**config.mk**
```make
export PLATFORM = sky130hd
export DESIGN_NAME = rgb_capture_flat
export DESIGN_NICKNAME = d
export VERILOG_FILES = /design/src/rtl/rgb_cap_pkg.sv /design/src/rtl/intbus_interf.sv /design/src/rtl/rgb_cap_channel.sv /design/src/rtl/rgb_capture.sv /design/src/flat_wrapper.sv
export SDC_FILE = /design/constraint.sdc
export NUM_CORES = 1
export LEC_CHECK = 0
export BUFFER_PORTS_ARGS = -buffer_cell sky130_fd_sc_hd__buf_2
export CORE_ASPECT_RATIO = 0.7
export CORE_UTILIZATION = 60
export CTS_BUF_LIST = sky130_fd_sc_hd__clkbuf_8
export CTS_CLUSTER_DIAMETER = 60
export DETAILED_ROUTE_END_ITERATION = 12
export PLACE_DENSITY = 0.79
export SLEW_MARGIN = 20
export SYNTH_ARGS = -nofsm -noshare
export SYNTH_HDL_FRONTEND = slang
export SYNTH_HIERARCHICAL = 1
export SYNTH_SLANG_ARGS = --single-unit
```
**constraint.sdc**
```tcl
create_clock -name bus_clk -period 2.5 [get_ports bus_clk]
set_clock_uncertainty 0.2 [all_clocks]
set_input_delay 0.125 -clock bus_clk [delete_from_list [all_inputs] [get_ports bus_clk]]
set_output_delay 0.125 -clock bus_clk [all_outputs]
set_load 0.1 [all_outputs]
```
**src/rtl/rgb_cap_pkg.sv**
```systemverilog
// rgb_cap_pkg: register offsets, ID constant and enums shared by rgb_capture and its channels
package rgb_cap_pkg;
   localparam logic [31:0] RGB_CAP_ID     = 32'd0;
   localparam logic [31:0] RGB_CAP_CTRL   = 32'd1;
   localparam logic [31:0] RGB_CAP_STATUS = 32'd2;
   localparam logic [31:0] RGB_CAP_CH_R   = 32'd3;
   localparam logic [31:0] RGB_CAP_CH_G   = 32'd4;
   localparam logic [31:0] RGB_CAP_CH_B   = 32'd5;
   localparam logic [15:0] RGB_CAP_ID_CONST = 16'h52C0;
   typedef enum logic [1:0] {IDLE, ARM, MEAS} chan_state_t;
   typedef enum logic [1:0] {CH_R = 2'd0, CH_G = 2'd1, CH_B = 2'd2} ch_idx_t;
endpackage

```
**src/rtl/intbus_interf.sv**
```systemverilog
// intbus_interf: internal word-addressed bus; clk, async active-low resetn, wr/rd strobes, registered rdata
interface intbus_interf;
   logic        clk;
   logic        resetn;
   logic [31:0] addr;
   logic [31:0] wdata;
   logic [31:0] rdata;
   logic        wr;
   logic        rd;
   modport responder (input clk, resetn, addr, wdata, wr, rd, output rdata);
endinterface

```
**src/rtl/rgb_cap_channel.sv**
```systemverilog
// rgb_cap_channel: one PWM input -> sync, optional glitch filter (RGB_CAP_FILTER_EN), edge detect, IDLE/ARM/MEAS counters
// Ports: clk, resetn (async active-low), pin (async PWM), en, clr (strobe);
//        pub (measurement ready pulse), stuck (saturation pulse), period/high (held measurement).
module rgb_cap_channel
   import rgb_cap_pkg::*;
#(
   parameter int CNT_W = 16
) (
   input  logic             clk,
   input  logic             resetn,
   input  logic             pin,
   input  logic             en,
   input  logic             clr,
   output logic             pub,
   output logic             stuck,
   output logic [CNT_W-1:0] period,
   output logic [CNT_W-1:0] high
);
   localparam logic [CNT_W-1:0] MAX = '1;
   logic [1:0] s;
   logic lvl, prev, rise;
   chan_state_t st;
   logic [CNT_W-1:0] pcnt, hcnt;
   always_ff @(posedge clk or negedge resetn)
      if (!resetn) begin
         s <= '0;
         prev <= 1'b0;
      end else begin
         s <= {s[0], pin};
         prev <= lvl;
      end
`ifdef RGB_CAP_FILTER_EN
   // level only follows the synced sample after three equal samples in a row
   logic [1:0] h;
   logic flt;
   always_ff @(posedge clk or negedge resetn)
      if (!resetn) begin
         h <= '0;
         flt <= 1'b0;
      end else begin
         h <= {h[0], s[1]};
         flt <= lvl;
      end
   assign lvl = (&{h, s[1]}) ? 1'b1 : (~|{h, s[1]}) ? 1'b0 : flt;
`else
   assign lvl = s[1];
`endif
   assign rise = lvl & ~prev;
   always_ff @(posedge clk or negedge resetn)
      if (!resetn) begin
         st <= IDLE;
         pcnt <= '0;
         hcnt <= '0;
         pub <= 1'b0;
         stuck <= 1'b0;
         period <= '0;
         high <= '0;
      end else begin
         pub <= 1'b0;
         stuck <= 1'b0;
         if (!en) begin
            st <= IDLE;
            pcnt <= '0;
            hcnt <= '0;
         end else if (clr) begin
            st <= ARM;
            pcnt <= '0;
            hcnt <= '0;
         end else
            case (st)
               IDLE: st <= ARM;
               ARM:
                  if (rise) begin
                     st <= MEAS;
                     pcnt <= CNT_W'(1);
                     hcnt <= CNT_W'(1);
                  end
               MEAS:
                  if (rise) begin
                     pub <= 1'b1;
                     period <= pcnt;
                     high <= hcnt;
                     pcnt <= CNT_W'(1);
                     hcnt <= CNT_W'(1);
                  end else if (pcnt == MAX) begin
                     pub <= 1'b1;
                     stuck <= 1'b1;
                     period <= MAX;
                     high <= lvl ? MAX : '0;
                     st <= ARM;
                     pcnt <= '0;
                     hcnt <= '0;
                  end else begin
                     pcnt <= pcnt + CNT_W'(1);
                     hcnt <= hcnt + CNT_W'(lvl);
                  end
               default: st <= IDLE;
            endcase
      end
endmodule

```
**src/rtl/rgb_capture.sv**
```systemverilog
// rgb_capture: three-channel PWM period/high-time capture on intbus_interf (RGB_CAP_FILTER_EN adds glitch filter)
// Ports: bus (responder, words BASEADDR+0..5), R/G/B async PWM inputs.
// Map: 0 ID, 1 CTRL {CLR,EN}, 2 STATUS W1C {STUCK[6:4],VALID[2:0]}, 3..5 CH_R/G/B {period,high}.
module rgb_capture
   import rgb_cap_pkg::*;
#(
   parameter int BASEADDR = 0,
   parameter int CNT_W    = 16
) (
   intbus_interf.responder bus,
   input logic R,
   input logic G,
   input logic B
);
   logic en, clr, wsel_ctrl, wsel_stat;
   logic [2:0] pins, pub, stk_p, valid, stk, w1c_v, w1c_s;
   logic [CNT_W-1:0] per [3];
   logic [CNT_W-1:0] hi [3];
   logic [31:0] ch [3];
   logic [31:0] off, rmux;
   logic unused;
   assign pins = {B, G, R};
   assign unused = ^{bus.wdata[31:7], bus.wdata[3]};
   for (genvar i = 0; i < 3; i++) begin : g_ch
      rgb_cap_channel #(.CNT_W(CNT_W)) u_ch (
         .clk(bus.clk), .resetn(bus.resetn), .pin(pins[i]), .en(en), .clr(clr),
         .pub(pub[i]), .stuck(stk_p[i]), .period(per[i]), .high(hi[i])
      );
   end
   assign off = bus.addr - 32'(BASEADDR);
   assign wsel_ctrl = bus.wr && off == RGB_CAP_CTRL;
   assign wsel_stat = bus.wr && off == RGB_CAP_STATUS;
   assign clr = wsel_ctrl & bus.wdata[1];
   assign w1c_v = wsel_stat ? bus.wdata[2:0] : 3'b0;
   assign w1c_s = wsel_stat ? bus.wdata[6:4] : 3'b0;
   always_comb
      rmux = off == RGB_CAP_ID     ? {16'(CNT_W), RGB_CAP_ID_CONST} :
             off == RGB_CAP_CTRL   ? {31'd0, en} :
             off == RGB_CAP_STATUS ? {25'd0, stk, 1'b0, valid} :
             off == RGB_CAP_CH_R   ? ch[CH_R] :
             off == RGB_CAP_CH_G   ? ch[CH_G] :
             off == RGB_CAP_CH_B   ? ch[CH_B] : 32'd0;
   // sets are OR-ed after the W1C mask so a same-cycle set survives; CLR overrides everything
   always_ff @(posedge bus.clk or negedge bus.resetn)
      if (!bus.resetn) begin
         en <= 1'b0;
         valid <= '0;
         stk <= '0;
         for (int k = 0; k < 3; k++) ch[k] <= '0;
         bus.rdata <= '0;
      end else begin
         if (wsel_ctrl) en <= bus.wdata[0];
         if (clr) begin
            valid <= '0;
            stk <= '0;
            for (int k = 0; k < 3; k++) ch[k] <= '0;
         end else begin
            valid <= (valid & ~w1c_v) | pub;
            stk <= (stk & ~w1c_s) | stk_p;
            for (int k = 0; k < 3; k++) if (pub[k]) ch[k] <= {16'(per[k]), 16'(hi[k])};
         end
         bus.rdata <= bus.rd ? rmux : 32'd0;
      end
endmodule
```
**src/flat_wrapper.sv**
```systemverilog
// flat-port wrapper written by rule: the top's interface ports become plain ports
module rgb_capture_flat import rgb_cap_pkg::*;
#(
   parameter int BASEADDR = 0,
   parameter int CNT_W    = 16
)
  (R, G, B, bus_clk, bus_resetn, bus_addr, bus_wdata, bus_wr, bus_rd, bus_rdata);
  intbus_interf bus_i ();
  input logic R;
  input logic G;
  input logic B;
  input wire logic [$bits(bus_i.clk)-1:0] bus_clk;
  input wire logic [$bits(bus_i.resetn)-1:0] bus_resetn;
  input wire logic [$bits(bus_i.addr)-1:0] bus_addr;
  input wire logic [$bits(bus_i.wdata)-1:0] bus_wdata;
  input wire logic [$bits(bus_i.wr)-1:0] bus_wr;
  input wire logic [$bits(bus_i.rd)-1:0] bus_rd;
  output wire logic [$bits(bus_i.rdata)-1:0] bus_rdata;
  assign bus_i.clk = bus_clk;
  assign bus_i.resetn = bus_resetn;
  assign bus_i.addr = bus_addr;
  assign bus_i.wdata = bus_wdata;
  assign bus_i.wr = bus_wr;
  assign bus_i.rd = bus_rd;
  assign bus_rdata = bus_i.rdata;
  rgb_capture #(.BASEADDR(BASEADDR), .CNT_W(CNT_W)) u_core (.bus(bus_i), .R(R), .G(G), .B(B));
endmodule
```
# ---- Word level (Yosys, flattened, before mapping)
# Index checks and enable logic that the tools add are counted.
dict set report classes {
  bitwise 14
  add_sub_neg 6
  reduce_logical 21
  eq_ne 26
  mux 108
}
# cell count
set op_table {}
lappend op_table {{two-way mux 16 bit} 42}
lappend op_table {{two-way mux 32 bit} 10}
lappend op_table {{case mux 16 bit (2 select lines)} 6}
lappend op_table {{two-way mux 96 bit} 1}
lappend op_table {{== test 32 x 2 -> 1 bit, second input constant} 2}
lappend op_table {{== test 32 x 3 -> 1 bit, second input constant} 2}
lappend op_table {{adder 16 x 1 -> 16 bit} 3}
lappend op_table {{adder 16 x 1 -> 16 bit, second input constant} 3}
lappend op_table {{== test 16 bit, second input constant} 3}
lappend op_table {{inequality test 4 bit, second input constant} 12}
lappend op_table {{== test 32 x 1 -> 1 bit, second input constant} 1}
lappend op_table {{zero test 32 bit} 1}
lappend op_table {{two-way mux 2 bit} 15}
lappend op_table {{two-way mux 1 bit} 27}
lappend op_table {{case mux 2 bit (3 select lines)} 3}
lappend op_table {{two-way mux 3 bit} 4}
lappend op_table {{AND reduction 4 bit} 3}
lappend op_table {{nonzero test 2 bit} 6}
lappend op_table {{AND reduction 3 bit} 3}
lappend op_table {{AND 3 bit} 2}
lappend op_table {{== test 2 x 1 -> 1 bit, second input constant} 3}
lappend op_table {{== test 2 bit, second input constant} 3}
lappend op_table {{zero test 2 bit} 3}
lappend op_table {{NOT 3 bit} 2}
lappend op_table {{other kinds (5)} 15}
dict set report totals {
  inputBits 71
  regBits 348
  word_cells 209
}

# ---- Logic depth before layout (Yosys ltp)
# Gate-level depths: netlist of run 1.
dict set report depth {
  depth_word 8
  mapped_depth 13
  mapped_depth_nobuf 8
}

# ---- By module
# The synthesis of run 1 kept the hierarchy.
# module cells_each area_each_um2 seq_area_each_um2 instances
set by_module_without_submodules {}
lappend by_module_without_submodules {{rgb_cap_channel at u_core.g_ch[0].u_ch ...} 365 3498.4 1776.7 2}
lappend by_module_without_submodules {rgb_capture 534 6014.5 3378.2 1}
lappend by_module_without_submodules {{rgb_cap_channel at u_core.g_ch[2].u_ch} 369 3728.6 1776.7 1}

# ---- Worst setup path after synthesis of run 1
# OpenSTA, ideal clock, no wires.
dict set report synth_path {
  path_kind {in2reg}
  start {input port bus_addr[20]}
  end {register u_core.g_ch[0].u_ch.high[10]}
  setup_ns 0.086
  path_buffers 4
  arrival_ns 2.626
  setup_slack_ns -0.412
  stages 12
  cell_sequence {nor4_2 > nand4_2 > nor4_2 > buf_2 > nor2b_1 > buf_2 > nand2_1 > or2_1 > clkbuf_1 > clkbuf_1 > o22ai_1 > nor3_1}
}
dict set report synth_between {
  elab_chain_len 5
}
# element line
set synth_lines {}
lappend synth_lines {{from (decl)} flat_wrapper.sv:14} ;# input wire logic [$bits(bus_i.addr)-1:0] bus_addr;
lappend synth_lines {{== test 32 x 1 -> 1 bit} rgb_capture.sv:31} ;# assign wsel_ctrl = bus.wr && off == RGB_CAP_CTRL;
lappend synth_lines {{logical AND 1 bit} rgb_capture.sv:31}
lappend synth_lines {{AND 1 bit} rgb_capture.sv:33} ;# assign clr = wsel_ctrl & bus.wdata[1];
lappend synth_lines {{via u_core.clr} rgb_capture.sv:15} ;# logic en, clr, wsel_ctrl, wsel_stat;
lappend synth_lines {{NOT 1 bit (no source line)} n/a}
lappend synth_lines {{AND reduction 4 bit (no source line)} n/a}
lappend synth_lines {{to (signal assigned)} rgb_cap_channel.sv:82} ;# high <= hcnt;
lappend synth_lines {{to (signal assigned)} rgb_cap_channel.sv:89} ;# high <= lvl ? MAX : '0;
lappend synth_lines {{to (decl)} rgb_cap_channel.sv:17} ;# output logic [CNT_W-1:0] high
# The timed path passes the listed nets, and every way through them passes these cells.
# A chain may end at the register's enable or synchronous reset.

# ---- Worst setup path in the final report of run 1
dict set report layout_path {
  start {input port bus_addr[5]}
  end {register u_core.bus.rdata[0]}
}
dict set report layout_between {
  elab_chain_len 8
  elab_cells_between_ends 13
  cone_classes {eq/ne (5); mux (7); reduce/logical (1)}
}
# element line
set layout_lines {}
lappend layout_lines {{== test 32 x 3 -> 1 bit} rgb_capture.sv:42} ;# off == RGB_CAP_CH_B ? ch[CH_B] : 32'd0;
lappend layout_lines {{two-way mux 32 bit} rgb_capture.sv:42}
lappend layout_lines {{two-way mux 32 bit} rgb_capture.sv:41} ;# off == RGB_CAP_CH_G ? ch[CH_G] :
lappend layout_lines {{two-way mux 32 bit} rgb_capture.sv:40} ;# off == RGB_CAP_CH_R ? ch[CH_R] :
lappend layout_lines {{two-way mux 32 bit} rgb_capture.sv:39} ;# off == RGB_CAP_STATUS ? {25'd0, stk, 1'b0, valid} :
lappend layout_lines {{two-way mux 32 bit} rgb_capture.sv:38} ;# off == RGB_CAP_CTRL ? {31'd0, en} :
lappend layout_lines {{two-way mux 32 bit *} rgb_capture.sv:37} ;# rmux = off == RGB_CAP_ID ? {16'(CNT_W), RGB_CAP_ID_CONST} :
lappend layout_lines {{two-way mux 32 bit *} rgb_capture.sv:62} ;# bus.rdata <= bus.rd ? rmux : 32'd0;
lappend layout_lines {{to (signal assigned)} rgb_capture.sv:62}
lappend layout_lines {{to (decl)} intbus_interf.sv:10} ;# modport responder (input clk, resetn, addr, wdata, wr, rd, output rdata);
# Every way passes the cells marked *; elsewhere a longest branch is shown, timed or not.

==> summary by stage, run 1 <==
Logic synthesis
The dominant cell type by area after synthesis is dfrtp_1. The number of flops mapped to enable cells by yosys is 0. In the post-synthesis netlist, the biggest area contributors are dfrtp_1, mux2i_1, nor2_1, a31oi_1, o22a_1.

The mean post-synth cell area is 10.25 µm². In this run, distinct cell masters in the synthesized netlist total 66. The area fraction of the dominant cell type after synthesis is 52.02%. The warning count from the yosys run is 6.

The share of async-settable or async-resettable flops after synthesis is 100.0%. Synthesis produced a netlist with a net count of 1719. The synthesized instance count is 1633. The dominant register cell in the synthesized netlist is dfrtp_1. The summed instance area of the synthesized netlist is 0.01674 mm².

The synthesis-stage register bit count is 348. After synthesis, flip-flops and latches occupy 52.02% of the total area.

Routing
The detailed-route wire length per cell is 20.40 µm. The wire length on met2 is 19680 µm. The detailed router put a total of 19910 µm of wire on met1. The initial DRC count is 1535. Detailed routing placed a total of between 3000 and 4000 µm of wire on met3. After detailed routing, the number of vias per cell comes to 6.453. The count of nets left with antenna violations once routing finished came out at 0. The detailed-routing iteration count for the pre-antenna-repair pass is 8. For this block, the via count after detailed routing is 14110. The post-route DRC violation count is 0.

The detailed router used layers up to and including met4. The sum of routed wire length over all layers is 44600 µm.

Pwr
Across the VDD grid, the largest voltage drop is 0.0005034 V. The clock network fraction of total power is 43.5%. Internal power comes to 8.217 mW. The power density relative to cell area is 536.9 mW/mm². In this run switching power makes up 22.62% of total power. The combinational group share of total power is 3.3%. The overall power of the completed layout is ~11 mW. Summed over all cells, the static leakage comes to 7.975 nW. Of the total power, registers draw a little over half. Summed over all nets, the switching power comes to about 2.4 mW.

Layout
The most common cell after layout, fill and taps aside is dfrtp_1. The post-layout net count is 1875. The library cells used most frequently in the layout, excluding fill and tap cells, are dfrtp_1, nor2_1, mux2i_1. Of the cells placed in the final design, the portion with a size suffix greater than 1 is ~19%. The finished cells cover 0.01978 mm². The layout overhead on the synthesized area is 18.16%. The antenna cell count is 0.

Status
The flow ran to the end, and the final reports show no timing, DRC or antenna violations.

STA
The clock period could shrink to 2.474 ns. The worst relative slew slack is 61.77%. Setup repair after global routing left no endpoint under its margin. The number of max-slew violations in the final report is 0.

The share of the clock period used by the worst path is 98.95%. The final number of hold-violating endpoints came to 0. For this run, the top clock speed supported by timing is 404.2 MHz. The worst-margin pin slew is about 0.57 ns. Setup violations remaining at the end of the flow were counted as 0.

Worst setup path
The endpoint arrival time on the critical path is 2.73 ns. The required time of the worst setup path is 2.75 ns. The longest individual stage delay on the worst path is around 0.7 ns.

In this run the register-to-register setup slack is 0.11 ns. The top fanout value on the critical path is 6. The most common cell type on the critical path is dlygate4sd3_1.

The kind of launch point of the worst setup path is an input port. The startpoint-to-endpoint class of the critical path is input port to register. For this design, the slowest cell found on the critical path is dlygate4sd3_1. The worst setup path is captured at a register. The critical path goes through buf_2, or4_4, nor2_1, dlygate4sd3_1, nand3_1, dlygate4sd3_1, a311oi_1.

GRT
The global-route congestion overflow total is 0. The maximum number of pins on one net before global-route repair is 74. The via count of the first global-routing pass came to 13550.

In the global route stage, overall resource usage came out at 31.58%. The first global-routing pass estimated 72150 µm of wire. The initial antenna violation count is 0.

Worst hold path
The path type of the worst min-delay path is input port to register.

Clocking
The clock network latency to the later pin of the worst-skew pair is 0.61 ns. The total clock buffers created by CTS is 52. Clock-pin slew was measured on the worst setup and hold paths at 0.06 ns.

No sink is reached through more buffers than the 3 on the longest clock path. CTS placed an instance of clkbuf_8 at the clock tree root. The TritonCTS clock tree is yes. The H-tree was split into 2 levels. The number of sinks handled by clock tree synthesis is 348.

Floorplanning
After floorplanning, the core was sized to cover 0.02709 mm². The die covers 0.02858 mm². The width of the die is roughly 200 µm.

After floorplanning, the core was divided into 50 placement rows. The number of top-level design ports is 103. For this configuration, the core starts out at a cell density of 61.80%.

Measured along the y axis, the die boundary spans 141.8 µm.

Placement
The placed cell area is 0.01806 mm². Routability-driven placement finished with a final weighted congestion of 0.9293. The HPWL after detailed placement is between 20000 and 30000 µm. The number of port buffers is 76.

Run
The max-capacitance violation count is 0.
## kinds of logic after synthesis
group	after synthesis	synth area share, %
DFF	348	52.02
and+or+nand+nor	571	18.29
muxes	108	6.473
buffers and inverters	170	4.597
xor gates and xnor gates	2	0.1047
adders and majority gates	15	1.121
AOI/OAI and AO/OA	419	17.39
## critical path, delay by kind of cell
family	cells	cell delay (ns)
AOI/OAI and AO/OA	1	0.35
buffers and inverters	3	1.40
and+or+nand+nor	3	0.86
## metrics by stage
| stage | setup TNS, ns | hold slack, ns | worst slack [ns] | instances | utilization (%) |
|---|---|---|---|---|---|
| finish | 0 | 0.03559 | 0.02621 | 2186 | 73.02 |
| floorplan | 0 | -0.3706 | 0.03630 | 1633 | - |
| CTS | 0 | 0.002712 | 0.01465 | 2181 | 72.04 |
| global placement | -0.01042 | -0.08842 | -0.006194 | 2051 | 66.67 |
| detailed placement | -7.402 | -0.08921 | -0.1249 | 2051 | 66.67 |
| global route | 0 | 0.05579 | 0.01018 | 2186 | 73.02 |
## power by group through the flow
| stage | clock network, mW | registers, mW | logic [mW] |
|---|---|---|---|
| after global routing | 4.93 | 5.65 | 0.390 |
| after CTS | 4.69 | 5.65 | 0.347 |
| final | 4.62 | 5.65 | 0.351 |
| after global placement | 0 | 5.75 | 0.304 |
| after detailed placement | 0 | 5.75 | 0.312 |
| after floorplan | 0 | 5.75 | 0.107 |
## Yosys cell counts (7+ instances only)
| cell | instances |
|---|---|
| nand3_1 | 60 |
| nor3_1 | 36 |
| and4_1 | 18 |
| a211oi_2 | 10 |
| nor3_2 | 21 |
| a222oi_1 | 7 |
| inv_1 | 46 |
| buf_4 | 15 |
| o21a_1 | 8 |
| ha_1 | 15 |
| mux2i_1 | 106 |
| a41oi_1 | 15 |
| nand2_1 | 107 |
| a22oi_1 | 18 |
| o22a_1 | 48 |
| o21ai_0 | 30 |
| and3_1 | 21 |
| nand3b_1 | 15 |
| dfrtp_1 | 348 |
| a31oi_1 | 84 |
| nor4_2 | 8 |
| or3_1 | 11 |
| buf_1 | 11 |
| o22ai_1 | 48 |
| a21oi_1 | 61 |
| buf_2 | 30 |
| clkbuf_1 | 63 |
| o211ai_1 | 8 |
| nor2b_1 | 11 |
| nor2_1 | 180 |
| nand4_1 | 32 |
| nor4_1 | 9 |
| o21ai_1 | 26 |
| and2_1 | 8 |
| a211oi_1 | 17 |
## timing repair
item,in CTS,in global routing
buffers inserted,0,7
gates resized for setup,0,36
setup endpoints to repair,0,189
hold endpoints to repair,384,0
hold buffers,43,0
## final cells by class
cell class	count	area, µm²
timing repair buffer	226	1953
fill	1804	7308
clock inverter	21	115.1
clock buffer	66	908.4
multi-input combinational	1115	7463
sequential	348	8712
inverter	46	172.7
tap	364	455.4
## final timing paths
path                                                    startpoint                                       end  cells past startpoint
hold / removal                                        bus_addr[26]                   u_core/stk[1]$_DFF_PN0_                      6
min in group asynchronous                               bus_resetn   u_core/g_ch[0].u_ch/hcnt[5]$_DFFE_PN0P_                      3
setup / recovery                                       bus_addr[5]             u_core/bus.rdata[0]$_DFF_PN0_                      7
hold reg to reg                 u_core/g_ch[1].u_ch/s[0]$_DFF_PN0_        u_core/g_ch[1].u_ch/s[1]$_DFF_PN0_                      0
setup reg to reg           u_core/g_ch[0].u_ch/pcnt[0]$_DFFE_PN0P_   u_core/g_ch[0].u_ch/high[7]$_DFFE_PN0P_                      7
max in group asynchronous                               bus_resetn  u_core/g_ch[0].u_ch/high[12]$_DFFE_PN0P_                      4
## sequential cells by signal, summed over array words and instances (netlist names)
signal / flops
u_core/stk: 3
u_core/g_ch.u_ch/pcnt: 48
u_core/ch: 96
u_core/g_ch.u_ch/pub: 3
u_core/g_ch.u_ch/st: 6
u_core/g_ch.u_ch/prev: 3
u_core/g_ch.u_ch/stuck: 3
u_core/g_ch.u_ch/period: 48
u_core/g_ch.u_ch/s: 6
u_core/g_ch.u_ch/hcnt: 48
u_core/en: 1
u_core/valid: 3
u_core/bus.rdata: 32
u_core/g_ch.u_ch/high: 48
## per-layer routing
layer  up-vias  global-route usage, %
met5         -                      0
met4         0                  13.00
met3       113                  5.214
met2       671                  46.68
met1      6946                  46.60
li1       6376                      -
Power figures use the tool's default switching activity.
==> run 2: changes to the inputs <==
--- a/config.mk
+++ b/config.mk
@@ -5,13 +5,15 @@
 export SDC_FILE = /design/constraint.sdc
 export NUM_CORES = 1
 export LEC_CHECK = 0
+export ABC_CLOCK_PERIOD_IN_PS = 2500
 export BUFFER_PORTS_ARGS = -buffer_cell sky130_fd_sc_hd__buf_2
 export CORE_ASPECT_RATIO = 0.7
 export CORE_UTILIZATION = 60
 export CTS_BUF_LIST = sky130_fd_sc_hd__clkbuf_8
 export CTS_CLUSTER_DIAMETER = 60
 export DETAILED_ROUTE_END_ITERATION = 12
-export PLACE_DENSITY = 0.79
+export PLACE_DENSITY = 0.88
+export SETUP_SLACK_MARGIN = 0.2
 export SLEW_MARGIN = 20
 export SYNTH_ARGS = -nofsm -noshare
 export SYNTH_HDL_FRONTEND = slang
==> run 2 against run 1 <==
Via count grew 5.5%. Flip-flop and latch count unchanged. Utilization increased by 1.1 points. Sequential share of layout area is 0.58 points lower. Wire length increased by 9.7%. Critical path type unchanged. Maximum frequency rose by 3.7%. Register-to-register slack improved by 0.06 ns. Die area is the same. Non-clock buffer count up 16. Clock power up 14%.
==> summary by stage, run 2 (synthesis results as in run 1) <==
Layout
The final cell utilization of the core is roughly 74%. In the layout the commonest cells are dfrtp_1, nor2_1, mux2i_1. Fill cells in the final layout number 1690.

Registers take 0.008722 mm². The number of flip-flops in the largest register is 96. Relative to the synthesized area, the layout overhead comes to 19.87%. Ranked by flip-flop count, first place goes to u_core/ch. The library cell used most frequently in the layout, excluding fill and tap cells, is dfrtp_1. The multi-input combinational cells in the finished layout cover a total of 0.007513 mm². Of the cells placed in the final design, the portion with a size suffix greater than 1 is 21.26%.

The final layout contains 1890 nets. The number of antenna diodes in the final layout is 0.

Clocking
The total clock buffers created by CTS is 51. The TritonCTS clock tree is yes. The clock network latency to the later pin of the worst-skew pair is 0.61 ns. The clock passes through at most 3 buffers.

The clock input transition at the sequential cells of the worst setup and hold paths is 0.07 ns. Counting every sink on the clock net gives 348. The H-tree was split into 2 levels. The cell chosen for the clock root is clkbuf_8.

GRT
The initial antenna violation count is 0. The via count of the first global-routing pass came to 14360. The first global-routing pass estimated 77140 µm of wire. The global-route congestion overflow total is 0. Entering global routing, the biggest net connects 70 pins. The global-route usage over all layers is 34.10%.

Routing
The detailed-route wire length per cell is between 20 and 25 µm. The initial DRC count is 1768. The residual antenna-violating net count after detailed routing is 0. Across all layers, the routed design uses 14890 vias. The post-route DRC violation count is 0. The first detailed-routing pass ran for 9 iterations. The final layout contains routed wiring with a total length of 48930 µm. The routed via count divided by cell count is 6.742.

Floorplanning
The width of the die is 201.6 µm. The floorplan row count is 50. The core region is between 0.02 and 0.03 mm². In this run the vertical extent of the chip is 141.8 µm. For this configuration, the core starts out at a cell density of 61.80%. In this run the count of I/O pins placed on the die edge is 103. The die covers 0.02858 mm².

STA
The final hold slack is 0.03998 ns. The final number of hold-violating endpoints is 0. Setup repair after global routing could not meet its margin everywhere. The post-route minimum period is between 2 and 2.5 ns. The worst pin sits at a relative slew slack of 59.15%. Setup violations remaining at the end of the flow were counted as 0. For the final routed database, the setup TNS stands at 0 ns. The share of the clock period used by the worst path is 95.46%. The worst-margin pin slew is 0.6127 ns. For this run, the top clock speed supported by timing is 419.0 MHz.

The number of max-slew violations in the final report is 0.

Worst setup path
The required time of the worst setup path is 2.77 ns. The setup path with the least slack is of type input port to register. Data on the critical path arrives at its endpoint at 2.66 ns. The worst setup path is captured at a register. In this run the register-to-register setup slack is ~0.17 ns. STA classifies the critical path startpoint as an input port.

The top fanout value on the critical path is 9.

Placement
Routability-driven placement finished with a final weighted congestion of 0.9386. After legalization and detailed placement, the total HPWL measured 31090 µm. Buffers placed on the I/O ports in this run total between 70 and 80.

Pwr
The analysis attributes to cell leakage a power of 8.151 nW. IR analysis of the VDD net gives a maximum drop of 0.0004078 V. For this design the ratio of total power to cell area is 562.0 mW/mm². The overall power of the completed layout is 11.28 mW.

Worst hold path
The tightest min-delay check is of the input port to register type.

Status
The flow ran to the end, and the final reports show no timing, DRC or antenna violations.

Run
The tool flagged a number of max-cap violations equal to 0.
[run 2: cell count changes in the layout (fill, tap and decap cells not counted), moves of 5 or more]
| cell | before | now |
|---|---|---|
| dfrtp_2 | 3 | 11 |
| dfrtp_1 | 345 | 337 |
| nor4_2 | 3 | 8 |
| buf_4 | 81 | 101 |
| a211oi_1 | 14 | 9 |
[run 2: path summary, 6_finish.rpt]
kind / startpoint / end / cells after the start
max: bus_addr[3] / u_core/en$_DFFE_PN0N_ / 8
max reg2reg: u_core/g_ch[1].u_ch/pub$_DFF_PN0_ / u_core/valid[1]$_DFF_PN0_ / 4
min reg2reg: u_core/g_ch[2].u_ch/s[0]$_DFF_PN0_ / u_core/g_ch[2].u_ch/s[1]$_DFF_PN0_ / 0
max in group asynchronous: bus_resetn / u_core/stk[2]$_DFF_PN0_ / 4
min in group asynchronous: bus_resetn / u_core/g_ch[1].u_ch/pcnt[3]$_DFFE_PN0P_ / 3
min: bus_addr[0] / u_core/bus.rdata[1]$_DFF_PN0_ / 4
[run 2: area by class of cell]
class / count / share of cell area, %
clock buffer: 70 / 4.801
timing repair buffer: 242 / 10.05
sequential: 348 / 43.47
multi-input combinational: 1115 / 37.44
clock inverter: 23 / 1.104
tap: 364 / 2.270
inverter: 46 / 0.8605
[run 2: per-layer routing]
| layer | vias up | global-route usage, % | share of wire (%) | routed length [µm] |
|---|---|---|---|---|
| met5 | - | 0 | 0 | 0 |
| met4 | 0 | 12.00 | 3.2 | 1573 |
| met3 | 155 | 6.890 | 10 | 5071 |
| met2 | 979 | 53.54 | 47 | 22870 |
| met1 | 7358 | 47.56 | 40 | 19420 |
| li1 | 6395 | - | - | - |
[run 2: power breakdown]
group / total (mW) / leakage, nW / switching [mW] / internal, mW
Combinational: 0.366 / 3.19 / 0.235 / 0.132
Sequential: 5.65 / 4.29 / 0.0120 / 5.64
Clock: 5.26 / 0.666 / 2.26 / 3.00
Total: 11.3 / 8.15 / 2.51 / 8.77
[run 2: what timing repair did]
action / 4_1_cts / 5_1_grt
endpoints found under the setup margin: 128 / 138
resized for setup: 5 / 43
hold buffers: 43 / 0
hold endpoints to repair: 362 / 0
pin swaps: 5 / 21
setup buffers: 4 / 11
cloned: 0 / 1
[run 2: metrics by stage]
step	instances	setup WS, ns	area [µm²]
finish	2208	0.1134	20070
global route	2208	0.09304	20070
CTS	2198	0.2047	19780
detailed placement	2058	-0.09446	18090
global placement	2058	-0.01105	18090
floorplan	1633	0.1803	16890
[run 2: worst max-delay path: stages]
cell	delay (ns)
dlygate4sd3_1	0.54
buf_2	0.15
nor2_2	0.17
nand2_2	0.10
buf_4	0.21
nor4_2	0.37
mux2_2	0.39
dlygate4sd3_1	0.59
==> run 3: changes to the inputs <==
--- a/config.mk
+++ b/config.mk
@@ -6,13 +6,13 @@
 export NUM_CORES = 1
 export LEC_CHECK = 0
 export ABC_CLOCK_PERIOD_IN_PS = 2500
-export BUFFER_PORTS_ARGS = -buffer_cell sky130_fd_sc_hd__buf_2
 export CORE_ASPECT_RATIO = 0.7
 export CORE_UTILIZATION = 60
 export CTS_BUF_LIST = sky130_fd_sc_hd__clkbuf_8
 export CTS_CLUSTER_DIAMETER = 60
 export DETAILED_ROUTE_END_ITERATION = 12
-export PLACE_DENSITY = 0.88
+export DONT_BUFFER_PORTS = 1
+export PLACE_DENSITY = 0.85
 export SETUP_SLACK_MARGIN = 0.2
 export SLEW_MARGIN = 20
 export SYNTH_ARGS = -nofsm -noshare
==> run 3 against run 2 <==
The run now ends with hold timing left. Total power decreased by 7.1%. Global-route usage decreased by 0.41 points. Register-to-register slack improved by 0.06 ns. Setup slack got worse by 0.043 ns. Non-clock buffer count decreased by 54. Clock power decreased by 11%.
==> summary by stage, run 3 (synthesis results as in run 1) <==
Status
The run finished, with violations left. The final reports fail on hold timing.

Floorplanning
The width of the die is slightly above 200 µm. From bottom edge to top edge, the die measures 141.8 µm. The die covers ~0.029 mm².

The floorplan row count is 50. The initial core utilization is 61.80%. 103 I/O pins were placed. The area inside the core boundary is 0.02709 mm².

Run
The tool flagged a number of max-cap violations equal to 0.

Layout
The number of flip-flops in the largest register is 96. In the layout the commonest cells are dfrtp_1, nor2_1, mux2i_1. Leaving out fill and tap cells, the most frequent cell in the layout is dfrtp_1. After filler insertion, the fill cell instance count of the layout stands at about 1700.

Counting flops per register, the top entry is u_core/ch. The post-layout net count is 1836. The proportion of layout cells with a drive suffix above 1 is 16.53%. The finished layout holds 2150 standard cells, fillers aside. The area growth from synthesis to layout is 18.30%.

Pwr
The fraction of power spent switching nets is 22.37%. The maximum ir drop on the vdd rail is 0.0004366 V. The total leakage power is 7.853 nW.

The power density relative to cell area is ~530 mW/mm². The switching power is 2.342 mW. The share of total power dissipated in combinational logic is under 10%. The cell internal power dissipation is 8.129 mW.

The clock network fraction of total power is 44.5%. Registers are responsible for 53.9% of the overall power.

Routing
The first TritonRoute pass finished after 6 iterations. The met3 wirelength from detailed routing is 5598 µm. The sum of routed wire length over all layers is 50250 µm. The detailed-route wire length per cell is 23.37 µm. In this run, the number of DRC markers left after iteration 0 of detailed routing was 1974. For this run, design rule violations remaining after detail routing come to 0. In the final routing, the length of wire on met1 measures 19920 µm.

The routed design uses 22760 µm of met2 wire. The via count of the routed design is 14880. In this run the remaining antenna-violating nets after routing total 0. The topmost layer with routed signal wires is met4. Dividing the detail-routed via count by the number of cells gives just under 7.

STA
The share of the clock period used by the worst path is a little over nine tenths. Static timing analysis puts the maximum clock frequency at a little over 400 MHz. The final worst-path setup slack is 0.07052 ns. The clock period could shrink to between 2 and 2.5 ns.

Setup repair after global routing could not meet its margin everywhere. The number of max-slew violations in the final report came to 0. In this run the tightest slew margin relative to its limit is approximately two fifths. Setup violations remaining at the end of the flow were counted as 0.

The worst-margin pin slew is 0.9013 ns. The final number of hold-violating endpoints was 348. Final hold analysis gives a worst-case slack of -0.9740 ns.

GRT
The global-route usage over all layers is 33.69%. The initial antenna violation count is 0. Summed over all layers, the global routing overflow is 0. The maximum number of pins on one net before global-route repair is 349. The via count of the first global-routing pass is 14150. The first global-routing pass estimated 76560 µm of wire.

Clocking
TritonCTS built the clock tree. The tree is rooted in a clkbuf_8. The clock input transition at the sequential cells of the worst setup and hold paths is 0.06 ns. The number of H-tree branching levels is 2.

The number of sinks handled by clock tree synthesis is 348. The number of clock buffers added by TritonCTS is just over 50. The clock network latency to the later pin of the worst-skew pair is 0.61 ns. The maximum clock insertion buffer count is 3.

Placement
The congestion estimate from routability-driven global placement came to 0.9014. Timing analysis after detailed placement gives a worst setup slack of -0.07332 ns. The detailed placement HPWL is 28710 µm.

The number of instances in the placed design is 1957. Port buffering added 0 buffers.

Worst setup path
Data on the critical path arrives at its endpoint at ~2.8 ns. The start point of the critical path is bus_addr[6]. The top fanout value on the critical path is 5. STA classifies the critical path startpoint as an input port. The worst reg-to-reg path cell count is 8.

The type of element capturing the critical path is a register. In this run the critical register-to-register path is launched from u_core/g_ch[0].u_ch/pcnt[0]$_DFFE_PN0P_. The critical path is of the input port to register type. At the worst endpoint, the required time is 2.83 ns.

Worst hold path
The path type of the worst min-delay path is input port to asynchronous set/reset pin.
[run 3: cell types whose count changed in the layout (fill, tap and decap cells not counted), moves of 3 or more]
cell,delta
dlygate4sd3_1,+37
nor3_1,-5
nor3_2,+6
bufinv_16,-5
a21oi_1,-6
buf_4,-20
a211oi_2,-6
buf_2,-75
o41ai_2,-3
a211oi_1,+7
o41ai_1,+3
a21oi_2,+6
[run 3: worst paths after layout]
kind,endpoint,slack [ns]
setup / recovery,u_core/bus.rdata[13]$_DFF_PN0_,0.07
hold / removal,u_core/g_ch[0].u_ch/pcnt[9]$_DFFE_PN0P_,-0.97
setup reg to reg,u_core/g_ch[0].u_ch/high[7]$_DFFE_PN0P_,0.23
hold reg to reg,u_core/g_ch[2].u_ch/s[1]$_DFF_PN0_,0.15
max in group asynchronous,u_core/g_ch[2].u_ch/pub$_DFF_PN0_,2.54
min in group bus_clk,u_core/bus.rdata[10]$_DFF_PN0_,0.01
[run 3: what timing repair did]
item | in CTS | in global routing
gates resized for setup | 10 | 52
setup buffers | 6 | 16
pin swaps | 7 | 13
hold buffers | 84 | 7
endpoints found under the setup margin | 144 | 141
endpoints found under the hold margin | 405 | 357
gates cloned | 1 | 1
[run 3: worst max-delay path, stage by stage]
cell and delay (ns):
or4_4 0.59, nor4_4 0.38, buf_12 0.17, nand2_1 0.08, dlygate4sd3_1 0.58, a21oi_1 0.20
dlygate4sd3_1 0.61
[run 3: cell type report]
class,instances,area (µm²),area share (%)
antenna,1,2.502,0.01264
tap,364,455.4,2.300
clock buffer,68,935.9,4.726
multi-input combinational,1115,7490,37.82
sequential,348,8725,44.06
clock inverter,20,86.33,0.4360
timing repair buffer,188,1936,9.774
inverter,46,172.7,0.8719
[run 3: layer usage]
layer,GRT usage (%),vias up
met3,6.454,175
met4,14.07,0
met5,0,-
li1,-,6273
met2,52.34,1057
met1,46.81,7372
[run 3: power groups by stage]
stage / logic (mW) / clock network, mW / registers (mW)
2_1_floorplan: 0.109 / 0 / 5.75
3_3_place_gp: 0.111 / 0 / 5.75
3_5_place_dp: 0.115 / 0 / 5.75
4_1_cts: 0.148 / 4.64 / 5.65
5_1_grt: 0.171 / 4.94 / 5.64
6_report: 0.164 / 4.66 / 5.65
[run 3: stage by stage]
step / power, mW / setup TNS, ns / instance area [µm²] / hold WS (ns) / utilization (%)
final: 10.47 / 0 / 19800 / -0.9740 / 73.10
after CTS: 10.44 / 0 / 19490 / -0.9993 / 71.94
after global routing: 10.75 / 0 / 19800 / -0.9975 / 73.09
after global placement: 5.862 / 0 / 17500 / -0.3531 / 64.61
after detailed placement: 5.866 / -0.2753 / 17500 / -0.3538 / 64.61
after floorplan: 5.858 / 0 / 16890 / -0.3706 / -
